File: config.mk
export PLATFORM = sky130hd
export DESIGN_NAME = imm_gen_pipe
export DESIGN_NICKNAME = d
export VERILOG_FILES = /design/src/rtl/imm_gen_pipe.sv
export SDC_FILE = /design/constraint.sdc
export NUM_CORES = 1
export LEC_CHECK = 0
export CAP_MARGIN = 5
export CORE_MARGIN = 5
export CORE_UTILIZATION = 45
export CTS_BUF_LIST = sky130_fd_sc_hd__clkbuf_16
export CTS_CLUSTER_SIZE = 16
export DETAILED_ROUTE_END_ITERATION = 6
export HOLD_SLACK_MARGIN = 0.02
export PLACE_DENSITY = 0.79
export SYNTH_ARGS = -nofsm -noshare
export SYNTH_HDL_FRONTEND = slang
export SYNTH_SLANG_ARGS = --single-unit
File: constraint.sdc
create_clock -name i_clk -period 1.9 [get_ports i_clk]
set_input_delay 0.19 -clock i_clk [delete_from_list [all_inputs] [get_ports i_clk]]
set_output_delay 0.19 -clock i_clk [all_outputs]
set_load 0.01 [all_outputs]
File: src/rtl/imm_gen_pipe.sv
// Two-stage pipelined immediate generator for RV32I/RV64I decode.
// Stage 1 captures the instruction; stage 2 resolves the format and registers the immediate.
module imm_gen_pipe #(
  parameter int unsigned XLEN     = 64,
  parameter bit          AUTO_FMT = 1'b1
) (
  input  logic            i_clk,
  input  logic            i_rst_n,
  input  logic            i_in_valid,
  output logic            o_in_ready_c,
  input  logic [31:0]     i_instruction,
  input  logic [2:0]      i_selection,
  output logic            o_out_valid,
  input  logic            i_out_ready,
  output logic [XLEN-1:0] o_value,
  output logic [2:0]      o_fmt,
  output logic            o_illegal
);

  localparam int unsigned INST_W = 32;
  localparam int unsigned FMT_W  = 3;
  localparam int unsigned OPC_W  = 7;

  localparam logic [FMT_W-1:0] FMT_NONE = 3'd0;
  localparam logic [FMT_W-1:0] FMT_I    = 3'd1;
  localparam logic [FMT_W-1:0] FMT_U    = 3'd2;
  localparam logic [FMT_W-1:0] FMT_S    = 3'd3;
  localparam logic [FMT_W-1:0] FMT_B    = 3'd4;
  localparam logic [FMT_W-1:0] FMT_J    = 3'd5;

  localparam logic [OPC_W-1:0] OPC_LOAD     = 7'b0000011;
  localparam logic [OPC_W-1:0] OPC_MISC_MEM = 7'b0001111;
  localparam logic [OPC_W-1:0] OPC_OP_IMM   = 7'b0010011;
  localparam logic [OPC_W-1:0] OPC_JALR     = 7'b1100111;
  localparam logic [OPC_W-1:0] OPC_SYSTEM   = 7'b1110011;
  localparam logic [OPC_W-1:0] OPC_OP_IMM32 = 7'b0011011;
  localparam logic [OPC_W-1:0] OPC_LUI      = 7'b0110111;
  localparam logic [OPC_W-1:0] OPC_AUIPC    = 7'b0010111;
  localparam logic [OPC_W-1:0] OPC_STORE    = 7'b0100011;
  localparam logic [OPC_W-1:0] OPC_BRANCH   = 7'b1100011;
  localparam logic [OPC_W-1:0] OPC_JAL      = 7'b1101111;
  localparam logic [OPC_W-1:0] OPC_OP       = 7'b0110011;
  localparam logic [OPC_W-1:0] OPC_OP32     = 7'b0111011;

  typedef struct packed {
    logic [INST_W-1:0] inst;
    logic [FMT_W-1:0]  sel;
  } s1_payload_t;

  logic              r_s1_valid;
  s1_payload_t       r_s1;
  logic              r_out_valid;
  logic [XLEN-1:0]   r_value;
  logic [FMT_W-1:0]  r_fmt;
  logic              r_illegal;

  logic              w_s2_en;
  logic              w_s1_en;
  logic [OPC_W-1:0]  w_opcode;
  logic [2:0]        w_funct3;
  logic [FMT_W-1:0]  w_fmt;
  logic              w_illegal;
  logic              w_is_shift;
  logic [XLEN-1:0]   w_shamt;
  logic [XLEN-1:0]   w_value;

  logic signed [11:0] w_imm_i;
  logic signed [31:0] w_imm_u;
  logic signed [11:0] w_imm_s;
  logic signed [12:0] w_imm_b;
  logic signed [20:0] w_imm_j;

  assign w_s2_en      = !r_out_valid || i_out_ready;
  assign w_s1_en      = !r_s1_valid || w_s2_en;
  assign o_in_ready_c = w_s1_en;

  assign w_opcode = r_s1.inst[6:0];
  assign w_funct3 = r_s1.inst[14:12];

  // Raw immediate fields; the signed types let a sized cast do the sign extension.
  assign w_imm_i = r_s1.inst[31:20];
  assign w_imm_u = {r_s1.inst[31:12], 12'h000};
  assign w_imm_s = {r_s1.inst[31:25], r_s1.inst[11:7]};
  assign w_imm_b = {r_s1.inst[31], r_s1.inst[7], r_s1.inst[30:25], r_s1.inst[11:8], 1'b0};
  assign w_imm_j = {r_s1.inst[31], r_s1.inst[19:12], r_s1.inst[20], r_s1.inst[30:21], 1'b0};

  // Format resolution, illegal-opcode detection and shift-amount override.
  always_comb begin
    w_fmt      = FMT_NONE;
    w_illegal  = 1'b0;
    w_is_shift = 1'b0;
    w_shamt    = '0;
    if (AUTO_FMT) begin
      case (w_opcode)
        OPC_LOAD, OPC_MISC_MEM, OPC_OP_IMM, OPC_JALR, OPC_SYSTEM: w_fmt = FMT_I;
        OPC_OP_IMM32: begin
          if (XLEN == 64) w_fmt = FMT_I;
          else            w_illegal = 1'b1;
        end
        OPC_LUI, OPC_AUIPC: w_fmt = FMT_U;
        OPC_STORE:          w_fmt = FMT_S;
        OPC_BRANCH:         w_fmt = FMT_B;
        OPC_JAL:            w_fmt = FMT_J;
        OPC_OP:             w_fmt = FMT_NONE;
        OPC_OP32: begin
          if (XLEN != 64) w_illegal = 1'b1;
        end
        default:            w_illegal = 1'b1;
      endcase
      if (w_funct3 == 3'b001 || w_funct3 == 3'b101) begin
        if (w_opcode == OPC_OP_IMM) begin
          w_is_shift = 1'b1;
          w_shamt    = (XLEN == 64) ? XLEN'(r_s1.inst[25:20]) : XLEN'(r_s1.inst[24:20]);
        end else if (w_opcode == OPC_OP_IMM32 && XLEN == 64) begin
          w_is_shift = 1'b1;
          w_shamt    = XLEN'(r_s1.inst[24:20]);
        end
      end
    end else begin
      case (r_s1.sel)
        FMT_I, FMT_U, FMT_S, FMT_B, FMT_J: w_fmt = r_s1.sel;
        default:                           w_fmt = FMT_NONE;
      endcase
    end
  end

  // Immediate select and sign extension.
  always_comb begin
    w_value = '0;
    case (w_fmt)
      FMT_I:   w_value = XLEN'(w_imm_i);
      FMT_U:   w_value = XLEN'(w_imm_u);
      FMT_S:   w_value = XLEN'(w_imm_s);
      FMT_B:   w_value = XLEN'(w_imm_b);
      FMT_J:   w_value = XLEN'(w_imm_j);
      default: w_value = '0;
    endcase
    if (w_is_shift) w_value = w_shamt;
  end

  always_ff @(posedge i_clk) begin
    if (!i_rst_n) begin
      r_s1_valid <= 1'b0;
    end else if (w_s1_en) begin
      r_s1_valid <= i_in_valid;
    end
  end

  // Payload needs no reset: it is only observed when r_s1_valid is set.
  always_ff @(posedge i_clk) begin
    if (w_s1_en && i_in_valid) begin
      r_s1 <= '{inst: i_instruction, sel: i_selection};
    end
  end

  always_ff @(posedge i_clk) begin
    if (!i_rst_n) begin
      r_out_valid <= 1'b0;
      r_value     <= '0;
      r_fmt       <= FMT_NONE;
      r_illegal   <= 1'b0;
    end else if (w_s2_en) begin
      r_out_valid <= r_s1_valid;
      if (r_s1_valid) begin
        r_value   <= w_value;
        r_fmt     <= w_fmt;
        r_illegal <= w_illegal;
      end
    end
  end

  assign o_out_valid = r_out_valid;
  assign o_value     = r_value;
  assign o_fmt       = r_fmt;
  assign o_illegal   = r_illegal;

endmodule

==> flow_results.xml <==
<?xml version="1.0" encoding="UTF-8"?>
<metrics>
  <group name="run_status">
    <metric name="run_status" unit="">completed</metric>
  </group>
  <group name="synth">
    <metric name="synth_most_common_cell" unit="">sky130_fd_sc_hd__dfxtp_1</metric>
    <metric name="synthesis.area" unit="µm²">3200</metric>
    <metric name="netlist_top_cells_area" unit="">sky130_fd_sc_hd__edfxtp_1 30%, sky130_fd_sc_hd__dfxtp_1 24%, sky130_fd_sc_hd__buf_4 8.2%, sky130_fd_sc_hd__a21boi_1 4.0%, sky130_fd_sc_hd__nand2_1 3.8%</metric>
    <metric name="postSynthAreaPerCell" unit="µm²">10.7</metric>
    <metric name="commonest_cells_post_synth" unit="">38 x sky130_fd_sc_hd__dfxtp_1, 35 x sky130_fd_sc_hd__buf_4, 32 x sky130_fd_sc_hd__edfxtp_1, 32 x sky130_fd_sc_hd__nand2_1, 22 x sky130_fd_sc_hd__o21ai_1</metric>
    <metric name="synth_area_leader_cell" unit="">sky130_fd_sc_hd__edfxtp_1</metric>
    <metric name="synth-seq-area-share" unit="%">53.9</metric>
    <metric name="postSynthCellCount" unit="">298</metric>
    <metric name="synth_largest_type_area_fraction" unit="%">30.1</metric>
    <metric name="async_set_or_reset_flop_fraction_in_the_synthesized_netlist" unit="%">0</metric>
    <metric name="number_of_enable_flip_flop_cells_after_synthesis" unit="">32</metric>
    <metric name="yosysWarnings" unit="">0</metric>
    <metric name="synth.ff_latch_count" unit="">70</metric>
    <metric name="synth_ff_type" unit="">sky130_fd_sc_hd__dfxtp_1</metric>
    <metric name="postSynthNetCount" unit="">337</metric>
    <metric name="synth_cell_type_count" unit="">54</metric>
  </group>
  <group name="cts">
    <metric name="clkSlewWorstSetupHoldPaths" unit="ns">0.06</metric>
    <metric name="cts_htree_levels" unit="">3</metric>
    <metric name="clock_latency" unit="ns">0.33</metric>
    <metric name="tritoncts" unit="">done</metric>
    <metric name="ctsRootBufferMaster" unit="">sky130_fd_sc_hd__clkbuf_16</metric>
    <metric name="cts.sink_count" unit="">70</metric>
    <metric name="cts_inserted_buffers" unit="">9</metric>
    <metric name="cts-root-to-sink-buffers" unit="">2</metric>
    <metric name="cts.hold.buffers_added" unit="">0</metric>
  </group>
  <group name="place">
    <metric name="dp_hpwl" unit="µm">5870</metric>
    <metric name="buffer_ports.inserted" unit="">105</metric>
    <metric name="gp_routability_congestion" unit="">0.895</metric>
    <metric name="place_area" unit="µm²">4190</metric>
    <metric name="place_worst_setup_slack" unit="ns">0.0164</metric>
  </group>
  <group name="pwr">
    <metric name="p_leak" unit="nW">1.63</metric>
    <metric name="power.ir.vdd_worst" unit="mV">0.536</metric>
    <metric name="power_frac_clock" unit="%">44.4</metric>
    <metric name="power.total" unit="mW">3.64</metric>
    <metric name="part_of_the_power_in_registers" unit="%">46.0</metric>
    <metric name="switching_power" unit="mW">0.849</metric>
    <metric name="power_report.internal_total" unit="mW">2.79</metric>
    <metric name="power-per-cell-area" unit="nW/µm²">796</metric>
    <metric name="netSwitchingFraction" unit="%">23.3</metric>
    <metric name="power.combinational.fraction" unit="%">9.6</metric>
  </group>
  <group name="global_routing">
    <metric name="gr_usage_total" unit="%">18.2</metric>
    <metric name="antenna_found_initial" unit="">0</metric>
    <metric name="grt_pass1_vias" unit="">2501</metric>
    <metric name="grt_max_degree" unit="">34</metric>
    <metric name="first_pass_grt_wire_length" unit="µm">12400</metric>
    <metric name="grt_overflow" unit="">0</metric>
  </group>
  <group name="timing">
    <metric name="slew_headroom" unit="%">48.5</metric>
    <metric name="final.setup.worst_slack" unit="ns">0.0866</metric>
    <metric name="tightest_slew" unit="ns">0.773</metric>
    <metric name="finalSetupViolations" unit="">0</metric>
    <metric name="fin_worst_skew" unit="ns">0.00808</metric>
    <metric name="slew_violations" unit="">0</metric>
    <metric name="fin_crit" unit="ns">1.81</metric>
    <metric name="fin_crit_sh" unit="%">95.4</metric>
    <metric name="final.setup.tns" unit="ns">0</metric>
    <metric name="fmax" unit="MHz">551</metric>
    <metric name="hold_viol_final" unit="">0</metric>
  </group>
  <group name="route">
    <metric name="route.detailed.vias_per_inst" unit="">5.06</metric>
    <metric name="drt-wirelength-per-cell" unit="µm">16.0</metric>
    <metric name="drtIter0Drc" unit="">77</metric>
    <metric name="wl" unit="µm">7890</metric>
    <metric name="drt_pre_antenna_iters" unit="">4</metric>
    <metric name="postRouteAntennaNets" unit="">0</metric>
    <metric name="detailroute.via_count" unit="">2495</metric>
    <metric name="drc" unit="">0</metric>
  </group>
  <group name="floorplan">
    <metric name="dieWidth" unit="µm">94.3</metric>
    <metric name="die_footprint" unit="µm²">8890</metric>
    <metric name="io-pin-count" unit="">109</metric>
    <metric name="effective_utilization_at_floorplan" unit="%">46.5</metric>
    <metric name="fp.coreArea" unit="µm²">6870</metric>
    <metric name="rows" unit="">30</metric>
    <metric name="die_height" unit="µm">94.3</metric>
  </group>
  <group name="final_layout">
    <metric name="design.final.nets" unit="">431</metric>
    <metric name="antenna-diode-count" unit="">0</metric>
    <metric name="layout.core_utilization" unit="%">66.5</metric>
    <metric name="area.growth.synth_to_final" unit="%">42.9</metric>
    <metric name="proportion_of_layout_cells_with_a_drive_suffix_above_1" unit="%">15.6</metric>
    <metric name="design_area" unit="µm²">4570</metric>
  </group>
  <group name="setup_path">
    <metric name="cp_max_fo" unit="">7</metric>
    <metric name="crit_type" unit="">reg -&gt; reg</metric>
    <metric name="worst-endpoint-arrival" unit="ns">2.02</metric>
    <metric name="max_stage_delay" unit="ns">0.46</metric>
    <metric name="ff2ff_path_depth" unit="">7</metric>
    <metric name="endpoint_kind" unit="">flip-flop</metric>
    <metric name="required" unit="ns">2.11</metric>
    <metric name="critical_path.slowest_cell" unit="">sky130_fd_sc_hd__edfxtp_1</metric>
    <metric name="crit_path_cells" unit="">buf_6, nor4b_4, buf_4, nand4b_4, or3_1, o21ai_2, a211oi_2</metric>
    <metric name="cp-start-kind" unit="">flip-flop</metric>
  </group>
  <group name="flow_run">
    <metric name="drv.max_cap_violation_count" unit="">0</metric>
  </group>
  <group name="min_path">
    <metric name="whs_path_depth" unit="">1</metric>
    <metric name="hp_class" unit="">in -&gt; reg</metric>
  </group>
</metrics>
-- per-stage QoR --
step / hold slack, ns / instances
after floorplan: 0.289 / 298
after detailed placement: 0.438 / 472
after CTS: 0.403 / 488
after global placement: 0.435 / 472
after global routing: 0.398 / 493
final: 0.412 / 493
-- layout make-up --
cell class,count,area (µm²)
fillers,539,2300
flip-flops and latches,70,1720
repair buffers,131,1270
multi-input cells,177,1150
clock buffers,10,250
well taps,96,120
clock inverters,6,41.3
inverters,3,11.3
-- worst paths after layout --
check                           startpoint                       end  slack [ns]
setup / recovery         r_s1[5]$_DFFE_PP_   o_value[4]$_SDFFE_PN0P_        0.09
hold / removal           i_instruction[30]        r_s1[33]$_DFFE_PP_        0.41
setup reg to reg         r_s1[5]$_DFFE_PP_   o_value[4]$_SDFFE_PN0P_        0.09
hold reg to reg   o_value[29]$_SDFFE_PN0P_  o_value[29]$_SDFFE_PN0P_        0.44
-- sequential cells by signal, summed over array words and instances, names as in the netlist --
signal and flops:
o_illegal 1, r_s1 32, o_fmt 3, o_value 32, r_s1_valid 1, o_out_valid 1
-- critical path: cells and delay by family, from the launching register on --
family	cells	cell delay [ns]
AOI/OAI and AO/OA	2	0.12
buffers and inverters	2	0.34
DFF	1	0.46
and+or+nand+nor	3	0.78
-- power by group through the flow --
stage,clock network (mW),logic (mW),registers (mW)
final,1.62,0.350,1.67
after global routing,1.70,0.380,1.68
after CTS,1.64,0.334,1.67
after detailed placement,0,0.332,1.70
after global placement,0,0.329,1.70
after floorplan,0,0.167,1.70
-- layer usage --
| layer | wire, µm | up-vias | GRT usage [%] | share of wire, % |
|---|---|---|---|---|
| li1 | - | 1230 | - | - |
| met1 | 3390 | 1153 | 22.2 | 43 |
| met2 | 3810 | 103 | 30.7 | 48 |
| met3 | 591 | 9 | 5.77 | 7.5 |
| met4 | 97 | 0 | 5.54 | 1.2 |
| met5 | 0 | - | 0 | 0 |
-- what timing repair did --
item | CTS | global route
resized for setup | 0 | 11
buffers inserted | 0 | 4
setup endpoints to repair | 0 | 24
-- layout by cell type, fill, tap and decap left out, types with 10 or more instances in the layout --
master	count
sky130_fd_sc_hd__clkdlybuf4s50_1	105
sky130_fd_sc_hd__dfxtp_1	38
sky130_fd_sc_hd__nand2_1	32
sky130_fd_sc_hd__edfxtp_1	32
sky130_fd_sc_hd__buf_4	22
sky130_fd_sc_hd__o21ai_1	21
sky130_fd_sc_hd__a21boi_1	17
sky130_fd_sc_hd__a21oi_1	13
sky130_fd_sc_hd__nor2_1	10
sky130_fd_sc_hd__clkbuf_16	10
-- logic make-up after synthesis --
family	after synthesis	synth area share, %
buffers and inverters	51	11.5
AOI/OAI and AO/OA	90	18.9
DFF	70	53.9
muxes	1	0.313
and+or+nand+nor	86	15.4
Note: power is estimated with default switching activity, not from simulation.
